**config.mk**
```make
export PLATFORM = sky130hd
export DESIGN_NAME = clic_dispatch
export DESIGN_NICKNAME = d
export VERILOG_FILES = /design/src/rtl/clic_pkg.sv /design/src/rtl/clic_prio_stack.sv /design/src/rtl/clic_dispatch.sv
export SDC_FILE = /design/constraint.sdc
export NUM_CORES = 1
export LEC_CHECK = 0
export ABC_CLOCK_PERIOD_IN_PS = 1940
export CORE_MARGIN = 3
export CORE_UTILIZATION = 45
export CTS_BUF_LIST = sky130_fd_sc_hd__clkbuf_4
export CTS_CLUSTER_SIZE = 24
export DETAILED_ROUTE_END_ITERATION = 8
export PLACE_DENSITY = 0.77
export SYNTH_ARGS = -nofsm -noshare
export SYNTH_HDL_FRONTEND = slang
export SYNTH_SLANG_ARGS = --single-unit
export TNS_END_PERCENT = 5
```
**constraint.sdc**
```tcl
create_clock -name clk -period 1.94 [get_ports clk]
set_input_delay 0.485 -clock clk [delete_from_list [all_inputs] [get_ports clk]]
set_output_delay 0.485 -clock clk [all_outputs]
set_load 0.005 [all_outputs]
```
**src/rtl/clic_pkg.sv**
```systemverilog
// Shared CLIC types: interrupt id/priority, stack entry payload and dispatch FSM states.
// Shared by the arbitration tree and the dispatch side.
package clic_pkg;

  localparam int unsigned INT_AMOUNT = 8;
  localparam int unsigned PRIORITIES = 4;
  localparam int unsigned INT_ID_W   = $clog2(INT_AMOUNT);

  typedef logic [PRIORITIES-1:0] IntPrio;
  typedef logic [INT_ID_W-1:0]   IntId;

  typedef struct packed {
    IntPrio prio;
    IntId   id;
  } stack_entry_t;

  typedef enum logic [0:0] {
    S_IDLE = 1'b0,
    S_REQ  = 1'b1
  } dispatch_state_t;

endpackage

```
**src/rtl/clic_prio_stack.sv**
```systemverilog
// LIFO of accepted interrupts.
// A pop and a push in the same cycle pop first, then push. Top and depth are registered.
module clic_prio_stack
  import clic_pkg::*;
#(
  parameter int unsigned Depth  = 4,
  parameter int unsigned DepthW = $clog2(Depth + 1)
) (
  input  logic              clk,
  input  logic              reset_n,
  input  logic              push,
  input  logic              pop,
  input  stack_entry_t      push_data,
  output stack_entry_t      top,
  output logic [DepthW-1:0] depth
);

  stack_entry_t      mem [Depth];
  logic [DepthW-1:0] popped_cnt;
  logic [DepthW-1:0] next_cnt;
  logic              do_push;
  stack_entry_t      below_top;
  stack_entry_t      next_top;

  // Apply the pop first, then the push onto the reduced stack.
  always_comb begin
    popped_cnt = depth;
    if (pop && (depth != '0)) begin
      popped_cnt = depth - DepthW'(1);
    end
    below_top = '0;
    for (int unsigned i = 0; i < Depth; i++) begin
      if (DepthW'(i + 1) == popped_cnt) begin
        below_top = mem[i];
      end
    end
    do_push  = push && (popped_cnt < DepthW'(Depth));
    next_cnt = popped_cnt;
    next_top = below_top;
    if (do_push) begin
      next_cnt = popped_cnt + DepthW'(1);
      next_top = push_data;
    end
  end

  always_ff @(posedge clk or negedge reset_n) begin
    if (!reset_n) begin
      depth <= '0;
      top   <= '0;
      for (int unsigned i = 0; i < Depth; i++) begin
        mem[i] <= '0;
      end
    end else begin
      depth <= next_cnt;
      top   <= next_top;
      for (int unsigned i = 0; i < Depth; i++) begin
        if (do_push && (DepthW'(i) == popped_cnt)) begin
          mem[i] <= push_data;
        end
      end
    end
  end

endmodule

```
**src/rtl/clic_dispatch.sv**
```systemverilog
// CLIC dispatch: preemption decision, valid/ready offer to the core, pending clear, nesting stack.
// Define CLIC_NEST_EN for a StackDepth-deep preemption stack; otherwise a single active level.
module clic_dispatch
  import clic_pkg::*;
#(
  parameter int unsigned IntAmount  = INT_AMOUNT,
  parameter int unsigned Priorities = PRIORITIES,
  parameter int unsigned StackDepth = 4
) (
  input  logic                               clk,
  input  logic                               reset_n,
  input  logic [$clog2(IntAmount)-1:0]       pend_id,
  input  logic [Priorities-1:0]              pend_prio,
  output logic                               irq_valid,
  output logic [$clog2(IntAmount)-1:0]       irq_id,
  output logic [Priorities-1:0]              irq_prio,
  input  logic                               irq_ready,
  input  logic                               done,
  output logic                               clr_pend,
  output logic [$clog2(IntAmount)-1:0]       clr_id,
  output logic [Priorities-1:0]              cur_prio,
  output logic [$clog2(StackDepth+1)-1:0]    depth,
  output logic                               err
);

  localparam int unsigned ID_W    = $clog2(IntAmount);
  localparam int unsigned PRIO_W  = Priorities;
  localparam int unsigned DEPTH_W = $clog2(StackDepth + 1);
`ifdef CLIC_NEST_EN
  localparam int unsigned EFF_DEPTH = StackDepth;
`else
  localparam int unsigned EFF_DEPTH = 1;
`endif

  dispatch_state_t state;
  logic            accept;
  logic            room;
  stack_entry_t    push_entry;
  stack_entry_t    stack_top;

  assign accept     = (state == S_REQ) && irq_ready;
  assign room       = depth < DEPTH_W'(EFF_DEPTH);
  assign push_entry = '{prio: PRIORITIES'(irq_prio), id: INT_ID_W'(irq_id)};
  assign cur_prio   = PRIO_W'(stack_top.prio);

  clic_prio_stack #(
    .Depth  (EFF_DEPTH),
    .DepthW (DEPTH_W)
  ) u_stack (
    .clk       (clk),
    .reset_n   (reset_n),
    .push      (accept),
    .pop       (done),
    .push_data (push_entry),
    .top       (stack_top),
    .depth     (depth)
  );

  // Offer is frozen once raised: no upgrade and no retraction until the core accepts.
  always_ff @(posedge clk or negedge reset_n) begin
    if (!reset_n) begin
      state     <= S_IDLE;
      irq_valid <= 1'b0;
      irq_id    <= '0;
      irq_prio  <= '0;
      clr_pend  <= 1'b0;
      clr_id    <= '0;
      err       <= 1'b0;
    end else begin
      clr_pend <= 1'b0;
      if (done && (depth == '0)) begin
        err <= 1'b1;
      end
      case (state)
        S_IDLE: begin
          if ((pend_prio > cur_prio) && room) begin
            irq_id    <= ID_W'(pend_id);
            irq_prio  <= PRIO_W'(pend_prio);
            irq_valid <= 1'b1;
            state     <= S_REQ;
          end
        end
        S_REQ: begin
          if (irq_ready) begin
            irq_valid <= 1'b0;
            clr_pend  <= 1'b1;
            clr_id    <= irq_id;
            state     <= S_IDLE;
          end
        end
        default: state <= S_IDLE;
      endcase
    end
  end

endmodule

```
# --- Word-level counts from Yosys, hierarchy flattened ---
# Index checks and enable logic that the tools add are counted.
word_totals:
  in_bits: 11
  output_inout_bits: 20
  ff_bits: 28
op_classes:
  order_cmp: 3
  eq_ne: 3
  reduce_logical: 12
  add_sub_neg: 2
  n_bitwise: 1
  mux: 12
ops:
  columns: ["cell", "count"]
  rows:
  - ["$mux 7", 2]
  - ["$logic_and 1x1->1", 6]
  - ["$logic_not 3->1", 2]
  - ["$lt 3x1->1 const B", 2]
  - ["$mux 1", 6]
  - ["$mux 3", 2]
  - ["$reduce_and 2->1", 3]
  - ["$gt 4x4->1", 1]
  - ["$ne 2x2->1 const B", 2]
  - ["$pmux 1 s2", 2]
  - ["$add 3x1->3 const B", 1]
  - ["$eq 1x3->1 const A", 1]
  - ["$reduce_bool 3->1", 1]
  - ["$sub 3x1->3 const B", 1]
  - ["$not 1->1", 1]

# --- Depth between registers and ports, before layout ---
# Gate-level depths: netlist of the first run.
logic_depth:
  word_depth: 6
  ltp_mapped: 10

# --- By module ---
# From an unflattened synthesis of the first run, not the netlist that was laid out.
hier_totals:
  cells_unflattened: 114
  area_unflattened_um2: 1430.1
by_module_without_submodules:
  columns: ["mod", "instances", "area_each_um2", "seq_area_each_um2", "cells_each"]
  rows:
  - ["clic_prio_stack", 1, 799.5, 425.4, 69]
  - ["clic_dispatch", 1, 630.6, 350.3, 45]

# --- Least setup slack after synthesis of the first run ---
# Ideal clock, no wire load.
synth_timing:
  path_kind: "register -> register"
  from: "register u_stack.depth[1]"
  to: "register u_stack.mem[3] (netlist name)"
  setup_time_ns: 0.125
  period_less_slack_ns: 2.080
  slack_ns: -0.140
  arrival_time_ns: 1.955
  t_required_ns: 1.815
  stages_incl_launch_ff: 11
  path_cell_list: "dfrtp_1 inv_1 ha_1 inv_1 o21ai_2 xnor2_2 inv_2 ha_1 nand2_1 nor3_4 mux2_4"
synth_via:
  elab_chain_cells: 6
synth_rtl:
  columns: ["item", "line", "rtl"]
  rows:
  - ["from (decl)", "clic_prio_stack.sv:15", "output logic [DepthW-1:0] depth"]
  - ["from (signal assigned)", "clic_prio_stack.sv:54", "depth <= next_cnt;"]
  - ["branches (longest 2 deep; another with $sub 3x1->3)", null, null]
  - ["$mux 3 (*)", "clic_prio_stack.sv:28", "if (pop && (depth != '0)) begin"]
  - ["$lt 3x1->1", "clic_prio_stack.sv:37", "do_push = push && (popped_cnt < DepthW'(Depth));"]
  - ["$logic_and 1x1->1", "clic_prio_stack.sv:37", null]
  - ["$logic_and 1x1->1 (*)", "clic_prio_stack.sv:57", "if (do_push && (DepthW'(i) == popped_cnt)) begin"]
  - ["to (signal, indexed assignment)", "clic_prio_stack.sv:58", "mem[i] <= push_data;"]
  - ["to (decl)", "clic_prio_stack.sv:18", "stack_entry_t mem [Depth];"]
# Mark *: on every way between the ends.
# A chain may end at the register's enable or synchronous reset.

# --- Final worst setup path of the first run ---
layout_timing:
  from: "register u_stack.depth[1]"
  to: "register irq_prio[1]"
layout_via:
  elab_chain_cells: 3
layout_rtl:
  columns: ["item", "line", "rtl"]
  rows:
  - ["$lt 3x1->1", "clic_dispatch.sv:42", "assign room = depth < DEPTH_W'(EFF_DEPTH);"]
  - ["$logic_and 1x1->1", "clic_dispatch.sv:76", "if ((pend_prio > cur_prio) && room) begin"]
  - ["$reduce_and 2->1 (no line)", null, null]
  - ["to (signal assigned)", "clic_dispatch.sv:78", "irq_prio <= PRIO_W'(pend_prio);"]
  - ["to (decl)", "clic_dispatch.sv:16", "output logic [Priorities-1:0] irq_prio,"]
# Every way passes these cells.

==> run summary, run 1 <==
DP HPWL - 2.09 mm
Cell Area, Synth - 1220 µm²
sequential area share after synthesis - 51.3%
setup violators final - 11
Detailed Routing Iterations Pass 1 - 3
Slew Viols, Final - 0
CTS Buffer Depth - 2
Slew @ Worst Pin - 0.315 ns
Leak - 0.000844 µW
IO Pins - 31
initial antenna violation count - 0
Cells after Synth - 104
width of the die - 58.1 µm
failing checks - setup timing
synth unique cells - 27
initial core utilization - 48.4%
Sw Pwr - 1070 µW
antenna-violating nets left - 0
Synth Register Bits - 25
share of cells above drive strength 1 - 34.5%
fin crit share - 106%
Worst-Skew Late Latency - 0.33 ns
Int Pwr - 1870 µW
GRT Total Usage - 19.4%
CTS tree - yes
clock-pin slew on the worst setup and hold paths - 0.14 ns
FP Rows - 18
cts bufs inserted - 3
final core occ - 73.0%
Final GP Congestion - 0.793
top cell type's share of synthesized area - 51.3%
vias in the first global route - 1120
Hold Path Class - primary input to asynchronous set/reset pin
GRT overflow - 0
DP Cell Count - 181
tightest hold margin - 0.492 ns
clock power share - 8.2%
Yosys top cell by area - dfrtp_1
Syn. warnings - 0
unrepaired setup endpoints after global routing - yes
layout net count - 184
Max-cap violations - 0
P&R area growth vs syn - 50.9%
Ant. Diodes - 0
sequential power share - 31.8%
1st-iter DRT viols - 11
crit path setup slack, layout - -0.116 ns
critical path startpoint category - flop
maximum vdd drop - 1.00 mV
Combinational Power Share - 60.1%
WS Path Type - flop to flop
Core Region - 2520 µm²
status - finished, violations left
Post-synth EDFFs - 0
CP max FO - 8
Crit path top cell by count - buf_4
Critical Path Sink Type - flop
syn_nets - 122
CTS Sinks - 25
FMAX - 486 MHz
Finished Layout Cells - 195
top cells by count, synth - dfrtp_1, nand2_1, inv_1, ha_1, mux2_1
top cells by area, synth - dfrtp_1, ha_1, mux2_1
Clock Skew - 0.00477 ns
Die Ht - 58.1 µm
global-route wire length before repair - 4.91 mm
die area - 3370 µm²
vias per cell - 5.13
most numerous cell in the Yosys netlist - dfrtp_1
Post-Syn Area per Cell - 11.7 µm²
pwr dens - 1600 nW/µm²
post-DR wirelength/cell - 14.9 µm
Rel. slew slack - 79.0%
drt total wl - 2.90 mm
main flop type after synthesis - dfrtp_1
Final Hold Fails - 0
Period minus WS final - 2.06 ns
switching share of power - 36.4%
critical path arrival - 2.28 ns
CP max-delay cell - dfrtp_1
worst-path cell chain - buf_4, buf_4, buf_4, nor4_2, nand2_1, a21oi_4, mux2_1
largest net degree at the start of global routing - 26
Synth async-reset ratio - 100%
Vias - 1000
H-tree depth - 1
DRC Markers - 0
Port Buf Inserts - 30
Req. time, crit path - 2.17 ns
max incr delay on CP - 0.42 ns
Clock Root Buffer - clkbuf_4
## layout by cell type, fill, tap and decap left out, types with 2 or more instances in the layout
cell type / count
nand3_1: 4
clkdlybuf4s50_1: 28
buf_4: 25
nand2_1: 18
a21o_1: 2
buf_6: 3
mux2_4: 4
nor2_1: 2
clkbuf_4: 3
inv_2: 5
dfrtp_1: 24
a21oi_1: 5
mux2_1: 7
ha_1: 5
inv_1: 6
## layer usage
layer / global-route usage, % / vias up / wire, µm
met4: 9.60 / 0 / 91
met5: 0 / - / 0
li1: - / 475 / -
met1: 21.5 / 492 / 1230
met2: 34.4 / 24 / 1450
met3: 4.68 / 9 / 122
## cell type report
class | instances | area (µm²)
clock inverters | 1 | 5.00
well taps | 30 | 37.5
multi-input cells | 67 | 587
repair buffers | 58 | 520
inverters | 11 | 41.3
clock buffers | 3 | 22.5
flip-flops and latches | 25 | 627
fillers | 174 | 682
## path summary, 6_finish.rpt
path / slack (ns) / to / depth (start not counted) / start
worst max register to register: -0.12 / irq_prio[1] / 7 / u_stack.depth[1]
worst max-delay path: -0.12 / irq_prio[1] / 7 / u_stack.depth[1]
min in group clk: 0.50 / clr_id[1] / 2 / clr_id[1]
worst min register to register: 0.50 / clr_id[1] / 2 / clr_id[1]
max in group asynchronous: 1.18 / u_stack.depth[2] / 2 / reset_n
worst min-delay path: 0.49 / u_stack.top[6] / 2 / reset_n
## worst max-delay path, delay by kind of cell (launching register included)
family | cells | cell delay, ns
and+or+nand+nor | 2 | 0.48
DFF | 1 | 0.42
buffers and inverters | 3 | 0.41
muxes | 1 | 0.36
AOI/OAI and AO/OA | 1 | 0.28
## repair_timing
| item | CTS | global route |
|---|---|---|
| setup endpoints to repair | 11 | 12 |
| pin swaps | 5 | 5 |
| hold buffers | 0 | 0 |
| gates resized for setup | 16 | 3 |
| setup buffers | 7 | 4 |
## power by group through the flow
stage	combinational [µW]	clock [µW]	sequential (µW)
finish	1760	240	933
CTS	1690	246	929
global route	1920	263	965
floorplan	728	0	917
detailed placement	1510	0	929
global placement	1450	0	916
## kinds of logic (layout without fill, tap and decap cells)
family	after synthesis	in the layout	synth area share (%)
AOI/OAI and AO/OA	16	16	11.5
xor gates and xnor gates	1	1	1.33
adders and majority gates	7	7	7.18
buffers and inverters	12	73	4.31
DFF	25	25	51.3
muxes	12	12	12.3
and+or+nand+nor	31	31	12.1
## sequential cells by signal, summed over array words and instances, names as in the netlist
signal and cells:
irq_valid 1, err 1, clr_pend 1, u_stack.top 4, irq_id 3, u_stack.depth 3, clr_id 3, state 1
u_stack.mem 4, irq_prio 4
## stage by stage
step,power [µW],TNS (ns),worst slack (ns),area [µm²]
after floorplan,1640,-0.559,-0.140,1220
after global placement,2370,-4.26,-0.374,1680
after detailed placement,2440,-5.76,-0.490,1680
after CTS,2860,-0.538,-0.104,1810
after global routing,3150,-1.84,-0.195,1840
final,2940,-1.20,-0.116,1840
Power figures use the tool's default switching activity.
==> inputs of run 2 (changes only) <==
--- a/config.mk
+++ b/config.mk
@@ -12,6 +12,7 @@
 export CTS_CLUSTER_SIZE = 24
 export DETAILED_ROUTE_END_ITERATION = 8
 export PLACE_DENSITY = 0.77
+export SKIP_CTS_REPAIR_TIMING = 1
 export SYNTH_ARGS = -nofsm -noshare
 export SYNTH_HDL_FRONTEND = slang
 export SYNTH_SLANG_ARGS = --single-unit
==> run summary, run 2 (synthesized netlist as in run 1, its figures left out) <==
status - finished, violations left
failing checks - setup timing
drt total wl - 2.77 mm (-4.4%)
post-route design area - 1800 µm² (-2.3%)
Clock Root Buffer - clkbuf_4
Largest regs - irq_prio: 4 flops, u_stack.mem: 4 flops, u_stack.top: 4 flops
met2 routed WL - 1.40 mm (-3.7%)
CP max-delay cell - dfrtp_1
CTS Sinks - 25 (unchanged)
met1 wire length - 1.17 mm (-4.7%)
FP Rows - 18 (unchanged)
FMAX - 477 MHz (-2.0%)
H-tree depth - 1 (unchanged)
clock-pin slew on the worst setup and hold paths - 0.15 ns (about the same)
critical path arrival - 2.32 ns (+0.04 ns)
commonest cells after routing, fill and taps aside - clkdlybuf4s50_1, dfrtp_1, buf_4, nand2_1, mux2_1
sequential power share - 32.9% (+1.1 points)
top layer in use - met4
maximum vdd drop - 0.951 mV (-5.3%)
Int Pwr - 1790 µW (-4.2%)
Detailed Routing Iterations Pass 1 - 4 (+1)
Clock Skew - 0.0162 ns (+0.0115 ns)
DP HPWL - 2.09 mm (unchanged)
worst-path cell chain - inv_2, ha_4, inv_2, o21ai_4, nor2_2, a21oi_2, ha_2, nand2_2, nor3_4, buf_6, mux2_4
switching share of power - 36.5% (+0.057 points)
Ant. Diodes - 0 (unchanged)
DP Cell Count - 181 (unchanged)
Die Ht - 58.1 µm (unchanged)
1st-iter DRT viols - 11 (unchanged)
routed wl met3 - 117 µm (-4.1%)
Sw Pwr - 1030 µW (-4.0%)
Leak - 0.000838 µW (-0.65%)
Critical Path Sink Type - flop
Worst-Skew Late Latency - 0.34 ns (about the same)
DRC Markers - 0 (unchanged)
IO Pins - 31 (unchanged)
pwr dens - 1570 nW/µm² (-1.8%)
CTS Buffer Depth - 2 (unchanged)
Crit path top cell by count - inv_2
clock power share - 8.7% (+0.5 points)
global-route wire length before repair - 4.53 mm (-7.9%)
share of cells above drive strength 1 - 31.3% (-3.3 points)
GRT Total Usage - 18.1% (-1.3 points)
Final GP Congestion - 0.793 (unchanged)
post-route setup TNS - -1.05 ns (+0.150 ns)
WS Path Type - flop to flop
layout net count - 179 (-2.7%)
antenna-violating nets left - 0 (unchanged)
max incr delay on CP - 0.42 ns (about the same)
Req. time, crit path - 2.16 ns (about the same)
unrepaired setup endpoints after global routing - yes
most common cell after layout, fill and taps aside - clkdlybuf4s50_1
largest net degree at the start of global routing - 26 (unchanged)
post-DR wirelength/cell - 14.6 µm (-1.9%)
Slew Viols, Final - 0 (unchanged)
CTS tree - yes
Placed Area - 1680 µm² (unchanged)
register area - 626 µm² (-0.20%)
Multi-input gate area - 581 µm² (-1.1%)
Period minus WS final - 2.10 ns (+0.0414 ns)
GRT overflow - 0 (unchanged)
Vias - 966 (-3.4%)
Finished Layout Cells - 190 (-2.6%)
initial core utilization - 48.4% (unchanged)
Core Region - 2520 µm² (unchanged)
Combinational Power Share - 58.4% (-1.7 points)
CP max FO - 3 (-5)
fill count - 182 (+4.6%)
P&R area growth vs syn - 47.4%
Final Hold Fails - 0 (unchanged)
fin crit share - 108% (+2.1 points)
setup violators final - 11 (unchanged)
Max-cap violations - 0 (unchanged)
cts bufs inserted - 3 (unchanged)
crit path setup slack, layout - -0.158 ns (-0.0414 ns)
vias per cell - 5.08 (-0.86%)
initial antenna violation count - 0 (unchanged)
critical path startpoint category - flop
Port Buf Inserts - 30 (unchanged)
Slew @ Worst Pin - 0.424 ns (+0.109 ns)
Hold Path Class - primary input to asynchronous set/reset pin
width of the die - 58.1 µm (unchanged)
R2R Setup Slk - -0.16 ns (-0.04 ns)
vias in the first global route - 1036 (-7.5%)
Rel. slew slack - 71.5% (-7.5 points)
die area - 3370 µm² (unchanged)
## run 2: final timing paths
| kind | endpoint | depth (start not counted) | from |
|---|---|---|---|
| max | u_stack.mem[6] | 11 | u_stack.depth[1] |
| min | u_stack.top[6] | 2 | reset_n |
| max reg2reg | u_stack.mem[6] | 11 | u_stack.depth[1] |
| min reg2reg | clr_id[1] | 2 | clr_id[1] |
| max in group asynchronous | u_stack.depth[1] | 2 | reset_n |
| min in group clk | clr_id[1] | 2 | clr_id[1] |
## run 2: layout make-up
type,count,share of cell area [%]
clock buffer,3,1.25
clock inverter,1,0.278
inverter,11,2.30
multi-input combinational,67,32.3
sequential,25,34.8
tap,30,2.09
timing repair buffer,53,27.0
## run 2: through the flow
stage / setup WS (ns) / power (µW) / hold WS (ns) / util [%]
2_1_floorplan: -0.140 / 1640 / 0.189 / -
3_5_place_dp: -0.490 / 2440 / 0.462 / 66.7
5_1_grt: -0.287 / 3030 / 0.510 / 71.3
6_report: -0.158 / 2820 / 0.484 / 71.3
4_1_cts: -0.219 / 2690 / 0.500 / 67.8
3_3_place_gp: -0.374 / 2370 / 0.450 / 66.7
## run 2: per-layer routing
metal | up-vias | GRT usage [%]
met5 | - | 0
met4 | 0 | 8.94
met3 | 7 | 4.23
met2 | 22 | 30.6
met1 | 469 | 21.5
li1 | 468 | -
## run 2: critical path, delay by kind of cell, from the launching register on
kind	cells	cell delay, ns
compound gates	2	0.34
flops	1	0.42
mux	1	0.28
simple gates	3	0.33
fa+ha+maj	2	0.35
buf+inv	3	0.27
## run 2: power by group through the flow
stage / logic [µW] / registers [µW] / clock network (µW)
after floorplan: 728 / 917 / 0
after global placement: 1450 / 916 / 0
after detailed placement: 1510 / 929 / 0
after CTS: 1520 / 922 / 246
after global routing: 1810 / 959 / 263
final: 1650 / 925 / 245
